`src/rtl/multicycle_ctrl_pkg.sv`:
```
// multicycle_ctrl_pkg
//   State encoding for the multicycle control FSM and the select/opcode codes it
//   drives onto the datapath: ALUControl, ResultSrc, ALUSrcB and ImmSrc. Also holds
//   two helpers that classify a data-processing cmd field.
//   No ports (package).
package multicycle_ctrl_pkg;

   localparam logic [3:0] S_IDLE   = 4'd0;
   localparam logic [3:0] S_FETCH  = 4'd1;
   localparam logic [3:0] S_DECODE = 4'd2;
   localparam logic [3:0] S_MEMADR = 4'd3;
   localparam logic [3:0] S_MEMRD  = 4'd4;
   localparam logic [3:0] S_MEMWB  = 4'd5;
   localparam logic [3:0] S_MEMWR  = 4'd6;
   localparam logic [3:0] S_EXECR  = 4'd7;
   localparam logic [3:0] S_EXECI  = 4'd8;
   localparam logic [3:0] S_ALUWB  = 4'd9;
   localparam logic [3:0] S_BRANCH = 4'd10;

   localparam logic [1:0] ALU_ADD = 2'b00;
   localparam logic [1:0] ALU_SUB = 2'b01;
   localparam logic [1:0] ALU_AND = 2'b10;
   localparam logic [1:0] ALU_ORR = 2'b11;

   localparam logic [1:0] RES_ALUOUT = 2'b00;
   localparam logic [1:0] RES_RDATA  = 2'b01;
   localparam logic [1:0] RES_ALU    = 2'b10;

   localparam logic [1:0] SRCB_REG  = 2'b00;
   localparam logic [1:0] SRCB_IMM  = 2'b01;
   localparam logic [1:0] SRCB_FOUR = 2'b10;

   localparam logic [1:0] IMM_DP  = 2'b00;
   localparam logic [1:0] IMM_MEM = 2'b01;
   localparam logic [1:0] IMM_BR  = 2'b10;

   // Only ADD, SUB, AND and ORR are implemented by the shared ALU.
   function automatic logic dp_cmd_legal(input logic [3:0] cmd);
      return (cmd == 4'b0100) || (cmd == 4'b0010) ||
             (cmd == 4'b0000) || (cmd == 4'b1100);
   endfunction

   function automatic logic [1:0] dp_alu_ctl(input logic [3:0] cmd);
      logic [1:0] ctl;
      case (cmd)
         4'b0010: ctl = ALU_SUB;
         4'b0000: ctl = ALU_AND;
         4'b1100: ctl = ALU_ORR;
         default: ctl = ALU_ADD;
      endcase
      return ctl;
   endfunction

endpackage

```
`src/rtl/mc_instr_decode.sv`:
```
// mc_instr_decode
//   Combinational instruction classifier for the multicycle controller.
//   Ports:
//     instr_hi     in   8  Instr[27:20] (op, I, cmd, S/L)
//     decode_next  out  4  state to enter after DECODE
//     alu_control  out  2  ALU operation for a data-processing cmd
//     flag_mask    out  2  flag-write mask before condition gating
//     imm_src      out  2  immediate format selected by op
//     reg_src      out  2  [0] RA1 = R15 (branch), [1] RA2 = Rd (store)
//     illegal      out  1  encoding not supported by this core
module mc_instr_decode
   import multicycle_ctrl_pkg::*;
(
   input  logic [7:0] instr_hi,
   output logic [3:0] decode_next,
   output logic [1:0] alu_control,
   output logic [1:0] flag_mask,
   output logic [1:0] imm_src,
   output logic [1:0] reg_src,
   output logic       illegal
);

   logic [1:0] op;
   logic [3:0] cmd;
   logic       s_bit;

   assign op    = instr_hi[7:6];
   assign cmd   = instr_hi[4:1];
   assign s_bit = instr_hi[0];

   always_comb begin
      decode_next = S_FETCH;
      illegal     = 1'b0;
      casez ({instr_hi[7:5], instr_hi[0]})
         4'b000?: decode_next = S_EXECR;
         4'b001?: decode_next = S_EXECI;
         4'b01??: decode_next = S_MEMADR;
         4'b101?: decode_next = S_BRANCH;
         default: illegal     = 1'b1;
      endcase
      // Unsupported DP opcodes (EOR, RSB, CMP, ...) are rejected as a whole.
      if (op == 2'b00 && !dp_cmd_legal(cmd)) begin
         decode_next = S_FETCH;
         illegal     = 1'b1;
      end
   end

   assign alu_control = dp_alu_ctl(cmd);

   // Logical ops leave C and V untouched.
   always_comb begin
      flag_mask = 2'b00;
      if (s_bit)
         flag_mask = (alu_control == ALU_ADD || alu_control == ALU_SUB) ? 2'b11 : 2'b10;
   end

   always_comb begin
      case (op)
         2'b01:   imm_src = IMM_MEM;
         2'b10:   imm_src = IMM_BR;
         default: imm_src = IMM_DP;
      endcase
   end

   // Stores read Rd as write data; branches read PC through RA1.
   assign reg_src = {(op == 2'b01) && !instr_hi[0], (op == 2'b10)};

endmodule

```
`src/rtl/multicycle_ctrl.sv`:
```
// multicycle_ctrl
//   Multicycle control FSM for the ARM-subset core: sequences the shared ALU and
//   the shared instruction/data memory port through FETCH, DECODE, EXECUTE, MEMORY
//   and WRITEBACK. Every architectural write is gated by the condition result
//   registered in DECODE.
//   Configuration macro: MULTICYCLE_CTRL_PERF_EN adds CycleCnt / RetireCnt.
//   Ports:
//     CLK, Reset_n (async active-low)
//     Instr[31:0], CondEx, MemAck                      inputs
//     MemReq, MemW, AdrSrc, IRWrite, PCWrite, RegW     control strobes/selects
//     ResultSrc[1:0], ALUSrcA, ALUSrcB[1:0], ImmSrc[1:0], RegSrc[1:0]
//     ALUControl[1:0], FlagW[1:0], IllegalInstr, State[3:0]
//     CycleCnt/RetireCnt[CNT_W-1:0]                    perf build only
module multicycle_ctrl
   import multicycle_ctrl_pkg::*;
#(
   parameter int CNT_W = 32
) (
   input  logic        CLK,
   input  logic        Reset_n,
   input  logic [31:0] Instr,
   input  logic        CondEx,
   input  logic        MemAck,
   output logic        MemReq,
   output logic        MemW,
   output logic        AdrSrc,
   output logic        IRWrite,
   output logic        PCWrite,
   output logic        RegW,
   output logic [1:0]  ResultSrc,
   output logic        ALUSrcA,
   output logic [1:0]  ALUSrcB,
   output logic [1:0]  ImmSrc,
   output logic [1:0]  RegSrc,
   output logic [1:0]  ALUControl,
   output logic [1:0]  FlagW,
   output logic        IllegalInstr,
   output logic [3:0]  State
`ifdef MULTICYCLE_CTRL_PERF_EN
   ,
   output logic [CNT_W-1:0] CycleCnt,
   output logic [CNT_W-1:0] RetireCnt
`endif
);

   logic [3:0] state;
   logic [3:0] next_state;
   logic       cond_ex_q;
   logic       rd_pc;

   logic [3:0] dec_next;
   logic [1:0] dec_alu;
   logic [1:0] dec_flag_mask;
   logic [1:0] dec_imm_src;
   logic [1:0] dec_reg_src;
   logic       dec_illegal;

   // Condition field, Rn and the low operand bits are consumed by the datapath.
   logic unused_bits;
   assign unused_bits = ^{Instr[31:28], Instr[19:16], Instr[11:0]} ^ (CNT_W == 0);

   mc_instr_decode u_decode (
      .instr_hi    (Instr[27:20]),
      .decode_next (dec_next),
      .alu_control (dec_alu),
      .flag_mask   (dec_flag_mask),
      .imm_src     (dec_imm_src),
      .reg_src     (dec_reg_src),
      .illegal     (dec_illegal)
   );

   assign rd_pc = (Instr[15:12] == 4'hF);
   assign State = state;

   always_ff @(posedge CLK or negedge Reset_n) begin
      if (!Reset_n) begin
         state     <= S_IDLE;
         cond_ex_q <= 1'b0;
      end else begin
         state <= next_state;
         if (state == S_DECODE)
            cond_ex_q <= CondEx;
      end
   end

   always_comb begin
      next_state = S_IDLE;
      case (state)
         S_IDLE:   next_state = S_FETCH;
         S_FETCH:  next_state = MemAck ? S_DECODE : S_FETCH;
         S_DECODE: next_state = dec_next;
         S_EXECR,
         S_EXECI:  next_state = S_ALUWB;
         S_ALUWB:  next_state = S_FETCH;
         // A failed condition skips the memory access entirely.
         S_MEMADR: next_state = !cond_ex_q ? S_FETCH : (Instr[20] ? S_MEMRD : S_MEMWR);
         S_MEMRD:  next_state = MemAck ? S_MEMWB : S_MEMRD;
         S_MEMWR:  next_state = MemAck ? S_FETCH : S_MEMWR;
         S_MEMWB:  next_state = S_FETCH;
         S_BRANCH: next_state = S_FETCH;
         default:  next_state = S_IDLE;
      endcase
   end

   always_comb begin
      MemReq       = 1'b0;
      MemW         = 1'b0;
      AdrSrc       = 1'b0;
      IRWrite      = 1'b0;
      PCWrite      = 1'b0;
      RegW         = 1'b0;
      ResultSrc    = RES_ALUOUT;
      ALUSrcA      = 1'b0;
      ALUSrcB      = SRCB_REG;
      ImmSrc       = IMM_DP;
      RegSrc       = 2'b00;
      ALUControl   = ALU_ADD;
      FlagW        = 2'b00;
      IllegalInstr = 1'b0;
      case (state)
         S_FETCH: begin
            MemReq = 1'b1;
            // PC <= PC + 4 in the same cycle the instruction is captured.
            if (MemAck) begin
               IRWrite   = 1'b1;
               PCWrite   = 1'b1;
               ALUSrcA   = 1'b1;
               ALUSrcB   = SRCB_FOUR;
               ResultSrc = RES_ALU;
            end
         end
         S_DECODE: begin
            ALUSrcA      = 1'b1;
            ALUSrcB      = SRCB_FOUR;
            ImmSrc       = dec_imm_src;
            RegSrc       = dec_reg_src;
            IllegalInstr = dec_illegal;
         end
         S_EXECR, S_EXECI: begin
            ALUSrcB    = (state == S_EXECI) ? SRCB_IMM : SRCB_REG;
            ALUControl = dec_alu;
            FlagW      = cond_ex_q ? dec_flag_mask : 2'b00;
         end
         S_ALUWB: begin
            RegW    = cond_ex_q & ~rd_pc;
            PCWrite = cond_ex_q & rd_pc;
         end
         S_MEMADR: begin
            ALUSrcB    = SRCB_IMM;
            ImmSrc     = IMM_MEM;
            ALUControl = Instr[23] ? ALU_ADD : ALU_SUB;
         end
         S_MEMRD: begin
            MemReq = 1'b1;
            AdrSrc = 1'b1;
         end
         S_MEMWR: begin
            MemReq = 1'b1;
            MemW   = 1'b1;
            AdrSrc = 1'b1;
            RegSrc = 2'b10;
         end
         S_MEMWB: begin
            ResultSrc = RES_RDATA;
            RegW      = cond_ex_q & ~rd_pc;
            PCWrite   = cond_ex_q & rd_pc;
         end
         S_BRANCH: begin
            ALUSrcB   = SRCB_IMM;
            ImmSrc    = IMM_BR;
            ResultSrc = RES_ALU;
            PCWrite   = cond_ex_q;
         end
         default: ;
      endcase
   end

`ifdef MULTICYCLE_CTRL_PERF_EN
   logic retire;

   // Last state of every legal instruction, condition-failed ones included.
   assign retire = (state == S_ALUWB) || (state == S_MEMWB) || (state == S_BRANCH) ||
                   (state == S_MEMWR && MemAck) || (state == S_MEMADR && !cond_ex_q);

   always_ff @(posedge CLK or negedge Reset_n) begin
      if (!Reset_n) begin
         CycleCnt  <= '0;
         RetireCnt <= '0;
      end else begin
         if (state != S_IDLE)
            CycleCnt <= CycleCnt + CNT_W'(1);
         if (retire)
            RetireCnt <= RetireCnt + CNT_W'(1);
      end
   end
`endif

endmodule
```
`config.mk`:
```
export PLATFORM = sky130hd
export DESIGN_NAME = multicycle_ctrl
export DESIGN_NICKNAME = d
export VERILOG_FILES = /design/src/rtl/multicycle_ctrl_pkg.sv /design/src/rtl/mc_instr_decode.sv /design/src/rtl/multicycle_ctrl.sv
export SDC_FILE = /design/constraint.sdc
export NUM_CORES = 1
export LEC_CHECK = 0
export BUFFER_PORTS_ARGS = -buffer_cell sky130_fd_sc_hd__buf_2
export CAP_MARGIN = 20
export CORE_MARGIN = 5
export CORE_UTILIZATION = 38
export CTS_CLUSTER_DIAMETER = 200
export DETAILED_ROUTE_END_ITERATION = 7
export HOLD_SLACK_MARGIN = 0.03
export PLACE_DENSITY = 0.93
export SLEW_MARGIN = 20
export SYNTH_ARGS = -nofsm -noshare
export SYNTH_HDL_FRONTEND = slang
export SYNTH_SLANG_ARGS = --single-unit
```
`constraint.sdc`:
```
create_clock -name CLK -period 2.67 [get_ports CLK]
set_input_delay 0.1335 -clock CLK [delete_from_list [all_inputs] [get_ports CLK]]
set_output_delay 0.1335 -clock CLK [all_outputs]
set_load 0.05 [all_outputs]
```
## Word level (Yosys, flattened, before mapping)

Index checks and enable logic that the tools add are counted.

| cells by class | value |
|---|---|
| bitwise logic cells | 3 |
| multiplexer cells | 33 |
| reduce and logical (&&, ||, !) cells | 20 |
| equality and inequality tests | 19 |

Operator list:

| operator | number |
|---|---|
| case mux 4 bit (7 select lines) | 1 |
| equality test 4 x 3 -> 1 bit, second input constant | 5 |
| equality test 4 bit, second input constant | 5 |
| case mux 2 bit (3 select lines) | 3 |
| case mux 4 bit (4 select lines) | 1 |
| two-way mux 1 bit | 13 |
| equality test 4 x 2 -> 1 bit, second input constant | 3 |
| two-way mux 2 bit | 6 |
| case mux 2 bit (2 select lines) | 3 |
| logical NOT 4 bit | 2 |
| case mux 2 bit (4 select lines) | 1 |
| OR reduction 2 bit | 4 |
| OR reduction 4 bit | 2 |
| two-way mux 3 bit | 2 |
| equality test 2 x 1 -> 1 bit, second input constant | 2 |
| equality test 4 x 1 -> 1 bit, second input constant | 1 |
| logical NOT 2 bit | 2 |
| logical OR 1 bit | 4 |
| two-way mux 4 bit | 1 |
| equality test 3 x 1 -> 1 bit, second input constant | 1 |
| equality test 3 bit, second input constant | 1 |
| logical NOT 3 bit | 1 |
| case mux 1 bit (3 select lines) | 1 |
| OR reduction 3 bit | 1 |
| 6 further kinds | 9 |

| storage, ports and cells | value |
|---|---|
| bits in registers | 5 |
| output and inout bits | 24 |

## Longest topological paths before layout

Gate-level depths: netlist of run 1.

| depth | value |
|---|---|
| depth in word-level cells | 8 |
| mapped depth | 5 |
| depth with buffers taken out | 4 |

## Cells and area by module

Synthesis of run 1 repeated with hierarchy kept, for this count alone.

| unflattened totals | value |
|---|---|
| cell total of the unflattened synthesis | 104 |
| area total of the unflattened synthesis | 802.0 um^2 |

By module, submodules not included:

| module | cells each | area each (um^2) | seq. area each (um^2) | instances |
|---|---|---|---|---|
| multicycle_ctrl | 82 | 644.4 | 125.1 | 1 |
| mc_instr_decode | 22 | 157.7 | 0.0 | 1 |

## Worst setup path after synthesis of run 1

Ideal clock, no wire load.

| path | value |
|---|---|
| path type | register to output |
| start point | register state[0], in the netlist State[0] |
| end point | output ALUControl[1] |
| cell stages (with the launch flop) | 5 |
| arrival time | 2.738 ns |
| path buffers | 1 |
| required time | 2.536 ns |
| setup slack | -0.201 ns |
| cell sequence | dfrtp_1 > buf_2 > nand2_1 > o32a_1 > nor4_1 |

| on the way | value |
|---|---|
| longest elaborated chain between the ends | 3 |

RTL lines:

| what | line | source |
|---|---|---|
| from (decl) | multicycle_ctrl.sv:46 | `logic [3:0] state;` |
| from (signal assigned) | multicycle_ctrl.sv:80 | `state <= next_state;` |
| equality test 4 bit / equality test 4 x 3 -> 1 bit (equally long branches) | multicycle_ctrl.sv:120 | `case (state)` |
| OR reduction 2 bit | multicycle_ctrl.sv:120 |  |
| case mux 2 bit (2 select lines) (*) | multicycle_ctrl.sv:120 |  |
| to (decl) | multicycle_ctrl.sv:35 | `output logic [1:0] ALUControl,` |

Mark *: on every way between the ends. The rest lies on a longest branch, timed or not.

## Worst setup path in the final report of run 1

| path | value |
|---|---|
| start point | register state[0], in the netlist State[0] |
| end point | output ImmSrc[1] |

| on the way | value |
|---|---|
| longest elaborated chain between the ends | 2 |

RTL lines:

| what | line | source |
|---|---|---|
| equality test 4 bit / equality test 4 x 2 -> 1 bit (equally long branches) | multicycle_ctrl.sv:120 |  |
| case mux 2 bit (3 select lines) (*) | multicycle_ctrl.sv:120 |  |
| to (decl) | multicycle_ctrl.sv:33 | `output logic [1:0] ImmSrc,` |

Marked as above.

==> results of run 1 <==
==> routing by layer <==
layer	track usage	vias up
li1	-	390
met1	0.1986	364
met2	0.2727	52
met3	0.02367	6
met4	0.1106	0
met5	0	-
==> registers in the layout (all words and copies together), names as in the netlist <==
| signal | count |
|---|---|
| State | 4 |
| cond_ex_q | 1 |
==> metrics by stage <==
step | total power (W) | setup slack (ns) | cell area [sq um]
floorplan | 0.0008906 | 0.003892 | 644.4
global placement | 0.001062 | 0.6020 | 847.1
detailed placement | 0.001078 | 0.5518 | 847.1
CTS | 0.001175 | 0.2916 | 884.6
global route | 0.001250 | 0.1810 | 884.6
finish | 0.001174 | 0.3045 | 884.6
==> final timing paths <==
check                                   start                     to  slack, ns  cells past startpoint
max                        State[0]$_DFF_PN0_              ImmSrc[1]       0.30                      4
min                                    CondEx  cond_ex_q$_DFFE_PN0P_       0.14                      2
max reg2reg                State[0]$_DFF_PN0_     State[1]$_DFF_PN0_       0.84                      4
min reg2reg                State[3]$_DFF_PN0_     State[2]$_DFF_PN0_       0.64                      2
max in group asynchronous             Reset_n     State[0]$_DFF_PN0_       2.31                      2
min in group asynchronous             Reset_n  cond_ex_q$_DFFE_PN0P_       0.23                      2
==> cells in the final DEF, fill, tap and decap left out, types with 3 or more instances in the layout <==
cell type  instances
a21oi_1            4
buf_2             39
clkbuf_4           3
dfrtp_1            5
nand2_1            7
nand2b_1           6
nand3b_1           4
nor2_1             8
nor2b_1            5
o21a_1             3
o21ai_0            5
==> kinds of logic (layout without fill, tap and decap cells) <==
logic type             Yosys count  in the layout  synth area share
AND/OR/NAND/NOR                 43             43            0.4044
AO/OA/AOI/OAI                   26             26            0.2869
buffers and inverters            7             48           0.05577
flip-flops                       5              5            0.1992
multiplexers                     2              2           0.03983
XOR/XNOR                         1              1           0.01395
==> power by group <==
part	internal, W	switching [W]	leakage, nW	total [W]
clock network	0.0000545	0.0000373	0.0177	0.0000918
logic	0.000247	0.000660	0.375	0.000907
registers	0.000108	0.0000670	0.0625	0.000175
total	0.000410	0.000764	0.455	0.00117
==> layout make-up <==
cell class                 count  share of cell area
multi-input combinational     72              0.5474
sequential                     5              0.1414
timing repair buffer          42              0.2489
clock buffer                   3             0.02546
tap                           16             0.02263
clock inverter                 1            0.005658
inverter                       2            0.008487
==> flow_metrics.py, run 1 <==
metrics = {
    "run_status": {
        "outcome": "finished clean",
    },
    "synth": {
        "synth_seq_cells": 5,
        "synth_top_area_frac": 0.1992,
        "post_synth_num_cell_types": 39,
        "synth_flop_cell": "dfrtp_1",
        "synth_area_sq_um": 628.1,
        "synth_enable_flop_cells": 0,
        "yosysMostFrequentCell": "nor2_1",
        "ys_warn_count": 0,
        "syn-num-nets": 120,
        "seq_area_frac_synth": 0.1992,
        "yosys-top-cells-area": "dfrtp_1 (20%), nand2b_1 (6.0%), nor2b_1 (5.0%)",
        "synthArstFlopShare": 1.000,
        "ys_top_cells_by_count": "nor2_1 (8), nand2_1 (7), nand2b_1 (6)",
        "synth_top_area_cell": "dfrtp_1",
        "syn_inst": 84,
        "syn_area_per_cell_sq_um": 7.477,
    },
    "run": {
        "drv_cap": 0,
    },
    "grt": {
        "grt_pass1_wl_um": 3415,
        "grt_pass1_vias": 779,
        "grt_max_degree": 17,
        "grtUsageTotal": 0.1666,
        "grt_antenna_before_repair": 0,
        "grt.overflow.total": 0,
    },
    "place": {
        "numPortBuffers": 39,
        "gp_congestion": 0.8423,
        "dp_hpwl_um": 1516,
        "dp.cells": 136,
    },
    "layout": {
        "utilization": 0.5739,
        "seq_area_sq_um": 125.1,
        "multi_input_area_sq_um": 484.2,
        "antennaDiodeCount": 0,
        "instances_no_fill": 141,
        "fillers": 149,
        "syn2layout_area_growth_pct": 40.84,
        "layout-drive-gt1-share": 0.4240,
        "finalNetCount": 162,
    },
    "clock_network": {
        "clkTransAtPathRegs_ns": 0.05,
        "ctsHtreeMaxLevel": 1,
        "cts-hold-fix-buffers": 1,
        "cts_tree": "done",
        "clock_tree.buffer_depth": 2,
        "cts_setup_buffers": 0,
        "insertion_delay_ns": 0.25,
        "cts_sinks": 5,
        "cts_buffers": 3,
        "cts_resized": 0,
        "cts-root-buf": "clkbuf_4",
    },
    "timing": {
        "tightest_slew_ns": 0.4163,
        "grt_setup_unrepaired": "no",
        "maxSlewViolCount": 0,
        "tns_ns": 0,
        "fmax_ghz": 0.4228,
        "min_period_ns": 2.365,
        "fin_skew_ns": 0.0004047,
        "setup_viol": 0,
        "timing.final.crit_share": 0.8859,
        "hold_viol": 0,
        "slew-limit-headroom": 0.7208,
        "fin_hold_ws_ns": 0.1367,
    },
    "floorplanning": {
        "core_area_sq_mm": 0.001541,
        "die_width_um": 50.66,
        "fp.dieH_um": 50.66,
        "die_area_sq_mm": 0.002566,
        "placementRows": 14,
        "initial_core_util": 0.4075,
        "io_pins": 60,
    },
    "routing": {
        "dr_wl_met3_um": 222,
        "firstDrtPassIters": 4,
        "wl_met2_um": 918,
        "first_iter_violations": 30,
        "wire_per_inst_um": 13.88,
        "wl_met1_um": 764,
        "routed.top_layer": "met4",
        "drc": 0,
        "vias": 812,
        "drtAntennaViolNets": 0,
        "via_per_inst": 5.759,
        "wl_um": 1957,
    },
    "worst_setup_path": {
        "path_class": "reg2out",
        "worst_setup_path_start_kind": "flip-flop",
        "cp_top_family": "simple AND/OR/NAND/NOR gates",
        "critPathRequiredTime_ns": 2.54,
        "cp_slowest_cell": "or4b_1",
        "crit_path_end_kind": "primary output",
        "slowest_delay_ns": 0.78,
        "cp_num_buf_inv": 1,
        "arrival_ns": 2.23,
        "path_cells": "or4b_1, nor3b_4, o21bai_1, buf_2",
        "crit_path_max_fanout": 15,
    },
    "hold_path": {
        "hold_class": "in2reg",
    },
    "power_and_ir_drop": {
        "leakage_nw": 0.4555,
        "powerDensity_mw_per_mm2": 1327,
        "ir_drop_mv": 0.7074,
    },
}
(Power assumes the default switching activity.)
==> run 2, diff against run 1 <==
--- a/config.mk
+++ b/config.mk
@@ -7,7 +7,7 @@
 export LEC_CHECK = 0
 export BUFFER_PORTS_ARGS = -buffer_cell sky130_fd_sc_hd__buf_2
 export CAP_MARGIN = 20
-export CORE_MARGIN = 5
+export CORE_MARGIN = 10
 export CORE_UTILIZATION = 38
 export CTS_CLUSTER_DIAMETER = 200
 export DETAILED_ROUTE_END_ITERATION = 7
==> run 2 against run 1 <==
  * Total power about the same
  * Fmax down 0.14%
  * Die area up 43%
  * Design area down 0.14%
  * Highest routed layer unchanged
  * Largest power group unchanged
  * Flip-flop and latch count unchanged
  * Largest cell class unchanged
  * Combinational power about the same
  * Sequential share of layout area about the same
  * Clock skew up 0.0018 ns
  * Global-route usage down 5.1 points
  * Clock power down 6.5%
  * First-iteration DRC count down 33%
==> flow_metrics.py, run 2 (synthesis results as in run 1) <==
metrics = {
    "routing": {
        "wl_met2_um": 944,
        "wl_um": 2071,
        "wire_per_inst_um": 14.69,
        "via_per_inst": 5.560,
        "drtAntennaViolNets": 0,
        "routed.top_layer": "met4",
        "dr_wl_met3_um": 256,
        "wl_met1_um": 831,
        "vias": 784,
        "drc": 0,
        "firstDrtPassIters": 4,
        "first_iter_violations": 20,
    },
    "worst_setup_path": {
        "crit_path_max_fanout": 16,
        "crit_path_end_kind": "primary output",
        "ff2ff_path_depth": 4,
        "arrival_ns": 2.24,
        "ff2ff_setup_slack_ns": 0.81,
        "worst_setup_path_start_kind": "flip-flop",
        "critPathRequiredTime_ns": 2.54,
        "path_class": "reg2out",
    },
    "place": {
        "placed_cell_area_sq_um": 847.1,
        "numPortBuffers": 39,
        "dp_hpwl_um": 1696,
        "gp_congestion": 0.7863,
        "place_ws_ns": 0.5474,
        "dp.cells": 136,
    },
    "timing": {
        "grt_setup_unrepaired": "no",
        "slew-limit-headroom": 0.7028,
        "fin_skew_ns": 0.002220,
        "setup_viol": 0,
        "fmax_ghz": 0.4221,
        "tightest_slew_ns": 0.4457,
        "min_period_ns": 2.369,
        "maxSlewViolCount": 0,
        "timing.final.crit_share": 0.8872,
        "setup_ws_ns": 0.3012,
        "tns_ns": 0,
        "hold_viol": 0,
    },
    "layout": {
        "finalNetCount": 162,
        "largest_reg_flops": 4,
        "final_cell_mix": "buf_2 (39), nor2_1 (8), nand2_1 (7)",
        "instances_no_fill": 141,
        "seq_area_sq_um": 125.1,
        "antennaDiodeCount": 0,
        "fillers": 142,
        "utilization": 0.5731,
        "finalInstanceArea_sq_um": 883.3,
        "multi_input_area_sq_um": 484.2,
        "final_common_cell": "buf_2",
        "syn2layout_area_growth_pct": 40.64,
        "layout-drive-gt1-share": 0.4160,
    },
    "clock_network": {
        "cts_buffers": 3,
        "ctsHtreeMaxLevel": 1,
        "clkTransAtPathRegs_ns": 0.04,
        "clock_tree.buffer_depth": 2,
        "cts-root-buf": "clkbuf_4",
        "cts_sinks": 5,
        "cts_setup_buffers": 0,
        "insertion_delay_ns": 0.24,
        "cts_tree": "done",
    },
    "floorplanning": {
        "die_area_sq_mm": 0.003679,
        "placementRows": 14,
        "io_pins": 60,
        "fp.dieH_um": 60.66,
        "die_width_um": 60.66,
        "core_area_sq_mm": 0.001541,
        "initial_core_util": 0.4075,
    },
    "grt": {
        "grt_antenna_before_repair": 0,
        "grt_pass1_wl_um": 3353,
        "grtUsageTotal": 0.1161,
        "grt_max_degree": 17,
        "grt_pass1_vias": 800,
        "grt.overflow.total": 0,
    },
    "hold_path": {
        "hold_class": "in2reg",
        "whs_path_depth": 2,
    },
    "run": {
        "drv_cap": 0,
    },
    "run_status": {
        "outcome": "finished clean",
    },
    "power_and_ir_drop": {
        "leakage_nw": 0.4528,
        "ir_drop_mv": 0.6807,
        "powerDensity_mw_per_mm2": 1328,
    },
}
[run 2: final timing paths]
check                                    from               endpoint
hold reg to reg            State[3]$_DFF_PN0_     State[2]$_DFF_PN0_
min in group asynchronous             Reset_n     State[2]$_DFF_PN0_
setup / recovery           State[1]$_DFF_PN0_              ImmSrc[1]
hold / removal                         CondEx  cond_ex_q$_DFFE_PN0P_
max in group asynchronous             Reset_n     State[0]$_DFF_PN0_
setup reg to reg           State[1]$_DFF_PN0_     State[1]$_DFF_PN0_
[run 2: power breakdown]
part,total (W),leakage [nW],internal (W),switching [W]
combinational,0.000910,0.375,0.000247,0.000663
clock,0.0000858,0.0150,0.0000564,0.0000294
sequential,0.000177,0.0625,0.000108,0.0000685
[run 2: cell type report]
| cell class | count | area share |
|---|---|---|
| Inverter | 2 | 0.008499 |
| Sequential cell | 5 | 0.1416 |
| Tap cell | 16 | 0.02266 |
| Multi-Input combinational cell | 72 | 0.5482 |
| Clock buffer | 4 | 0.02975 |
| Timing Repair Buffer | 42 | 0.2493 |
[run 2: metrics by stage]
| step | hold slack, ns | power [W] |
|---|---|---|
| 2_1_floorplan | -0.1621 | 0.0008906 |
| 3_3_place_gp | -0.05661 | 0.001071 |
| 3_5_place_dp | -0.04973 | 0.001088 |
| 4_1_cts | 0.1334 | 0.001181 |
| 5_1_grt | 0.1314 | 0.001253 |
| 6_report | 0.1325 | 0.001173 |
[run 2: critical path: stages, from the launching register on]
cell and delay, ns:
dfrtp_1 0.61, or4b_1 0.70, nor3b_4 0.27, o21bai_1 0.14
buf_2 0.28
[run 2: layer usage]
metal | track usage | vias up
met5 | 0 | -
met4 | 0.08777 | 0
met3 | 0.04593 | 4
met2 | 0.1878 | 38
met1 | 0.1178 | 348
li1 | - | 394
[run 2: repair_timing]
action,4_1_cts,5_1_grt
hold buffers,1,0
hold endpoints to repair,5,0
resized for setup,0,0
==> run 3, diff against run 2 <==
--- a/config.mk
+++ b/config.mk
@@ -8,11 +8,11 @@
 export BUFFER_PORTS_ARGS = -buffer_cell sky130_fd_sc_hd__buf_2
 export CAP_MARGIN = 20
 export CORE_MARGIN = 10
-export CORE_UTILIZATION = 38
+export CORE_UTILIZATION = 36
 export CTS_CLUSTER_DIAMETER = 200
 export DETAILED_ROUTE_END_ITERATION = 7
 export HOLD_SLACK_MARGIN = 0.03
-export PLACE_DENSITY = 0.93
+export PLACE_DENSITY = 0.89
 export SLEW_MARGIN = 20
 export SYNTH_ARGS = -nofsm -noshare
 export SYNTH_HDL_FRONTEND = slang
==> run 3 against run 2 <==
  * Die area grew 3.7%
  * Clock-buffer cell count is the same
  * Setup slack lost 0.021 ns
  * First-iteration DRC count grew 75%
  * Global-route usage shrank 1.2 points
  * Wire length grew 0.58%
  * Flip-flop and latch count is the same
  * Combinational power grew 0.9%
  * Hold slack lost 0.0023 ns
  * Total power grew 0.29%
  * Non-clock buffer count is the same
  * Utilization shrank 4.9 points
==> flow_metrics.py, run 3 (synthesis results as in run 1) <==
metrics = {
    "run_status": {
        "outcome": "finished clean",
    },
    "clock_network": {
        "cts_tree": "done",
        "cts_setup_buffers": 0,
        "cts_buffers": 3,
        "clock_tree.buffer_depth": 2,
        "cts-root-buf": "clkbuf_4",
        "ctsHtreeMaxLevel": 1,
        "insertion_delay_ns": 0.23,
        "clkTransAtPathRegs_ns": 0.04,
        "cts_resized": 0,
        "cts_sinks": 5,
    },
    "routing": {
        "drtAntennaViolNets": 0,
        "via_per_inst": 5.739,
        "drc": 0,
        "wire_per_inst_um": 14.67,
        "wl_um": 2083,
        "firstDrtPassIters": 4,
        "vias": 815,
        "first_iter_violations": 35,
    },
    "timing": {
        "maxSlewViolCount": 0,
        "tns_ns": 0,
        "hold_viol": 0,
        "fin_hold_ws_ns": 0.1303,
        "slew-limit-headroom": 0.6792,
        "grt_setup_unrepaired": "no",
        "fmax_ghz": 0.4185,
        "setup_viol": 0,
        "tightest_slew_ns": 0.4784,
        "min_period_ns": 2.390,
        "fin_skew_ns": 0.0008658,
        "timing.final.crit_share": 0.8950,
    },
    "grt": {
        "grt.overflow.total": 0,
        "grt_pass1_wl_um": 3070,
        "grt_max_degree": 17,
        "grtUsageTotal": 0.1042,
        "grt_pass1_vias": 731,
        "grt_antenna_before_repair": 0,
    },
    "floorplanning": {
        "die_width_um": 61.77,
        "io_pins": 60,
        "initial_core_util": 0.3719,
        "fp.dieH_um": 61.77,
        "die_area_sq_mm": 0.003816,
        "core_area_sq_mm": 0.001689,
        "placementRows": 15,
    },
    "worst_setup_path": {
        "slowest_delay_ns": 0.79,
        "path_class": "reg2out",
        "cp_num_buf_inv": 1,
        "cp_top_family": "simple AND/OR/NAND/NOR gates",
        "crit_path_max_fanout": 15,
        "critPathRequiredTime_ns": 2.54,
        "crit_path_end_kind": "primary output",
        "arrival_ns": 2.26,
        "path_cells": "or4b_1, nor3b_4, o21bai_1, buf_2",
        "cp_slowest_cell": "or4b_1",
        "worst_setup_path_start_kind": "flip-flop",
    },
    "run": {
        "drv_cap": 0,
    },
    "power_and_ir_drop": {
        "seqPwrFrac": 0.147,
        "clock_power_share": 0.072,
        "comb_power_share": 0.781,
        "leakage_nw": 0.4528,
        "powerDensity_mw_per_mm2": 1330,
        "ir_drop_mv": 0.7592,
        "p_sw_w": 0.0007645,
        "p_sw_frac": 0.6499,
        "p_int_w": 0.0004119,
    },
    "place": {
        "numPortBuffers": 39,
        "gp_congestion": 0.8270,
        "dp_hpwl_um": 1684,
    },
    "layout": {
        "utilization": 0.5237,
        "multi_input_area_sq_um": 484.2,
        "final_cell_mix": "buf_2 (39), nor2_1 (8), nand2_1 (7)",
        "antennaDiodeCount": 0,
        "largest_reg_flops": 4,
        "final_common_cell": "buf_2",
        "fillers": 168,
        "syn2layout_area_growth_pct": 40.84,
        "layout-drive-gt1-share": 0.4160,
        "seq_area_sq_um": 125.1,
        "finalNetCount": 162,
    },
    "hold_path": {
        "hold_class": "in2reg",
    },
}
## run 3: cell type report
| cell class | count | area share |
|---|---|---|
| inverter | 2 | 0.008487 |
| tap | 17 | 0.02405 |
| clock buffer | 4 | 0.02970 |
| timing repair buffer | 42 | 0.2489 |
| sequential | 5 | 0.1414 |
| multi-input combinational | 72 | 0.5474 |
## run 3: what timing repair did
| item | 4_1_cts | 5_1_grt |
|---|---|---|
| endpoints found under the setup margin | 0 | 0 |
| hold buffers | 1 | 0 |
| hold endpoints to repair | 5 | 0 |
## run 3: routing by layer
layer  global-route usage  wire [um]
met4              0.05732         42
met1               0.1133        829
met2               0.1684        915
met3              0.04268        295
met5                    0          0
## run 3: path summary, 6_finish.rpt
path,cells after the start,start,slack [ns],end
worst max-delay path,4,State[0]$_DFF_PN0_,0.28,ImmSrc[1]
worst max register to register,4,State[0]$_DFF_PN0_,0.79,State[1]$_DFF_PN0_
worst min-delay path,2,CondEx,0.13,cond_ex_q$_DFFE_PN0P_
worst min register to register,1,cond_ex_q$_DFFE_PN0P_,0.65,cond_ex_q$_DFFE_PN0P_
min in group asynchronous,2,Reset_n,0.23,State[2]$_DFF_PN0_
max in group asynchronous,2,Reset_n,2.31,State[3]$_DFF_PN0_
## run 3: power by group through the flow
stage	Combinational (W)	Clock (W)	Sequential, W
floorplan	0.000657	0	0.000234
global placement	0.000902	0	0.000172
detailed placement	0.000913	0	0.000173
CTS	0.000918	0.0000874	0.000172
global route	0.000970	0.0000914	0.000183
finish	0.000918	0.0000852	0.000173
## run 3: worst reg2reg max path: stages, from the launching register on
cell	delay (ns)
dfrtp_1	0.51
or4b_1	0.79
nor2_2	0.18
a32oi_1	0.15
o211ai_1	0.14
## run 3: through the flow
| step | cells | setup slack (ns) | area, sq um | power (W) |
|---|---|---|---|---|
| floorplan | 84 | 0.003892 | 644.4 | 0.0008906 |
| global placement | 137 | 0.5761 | 848.3 | 0.001074 |
| detailed placement | 137 | 0.5363 | 848.3 | 0.001087 |
| CTS | 142 | 0.2806 | 884.6 | 0.001177 |
| global route | 142 | 0.1763 | 884.6 | 0.001244 |
| finish | 142 | 0.2804 | 884.6 | 0.001176 |
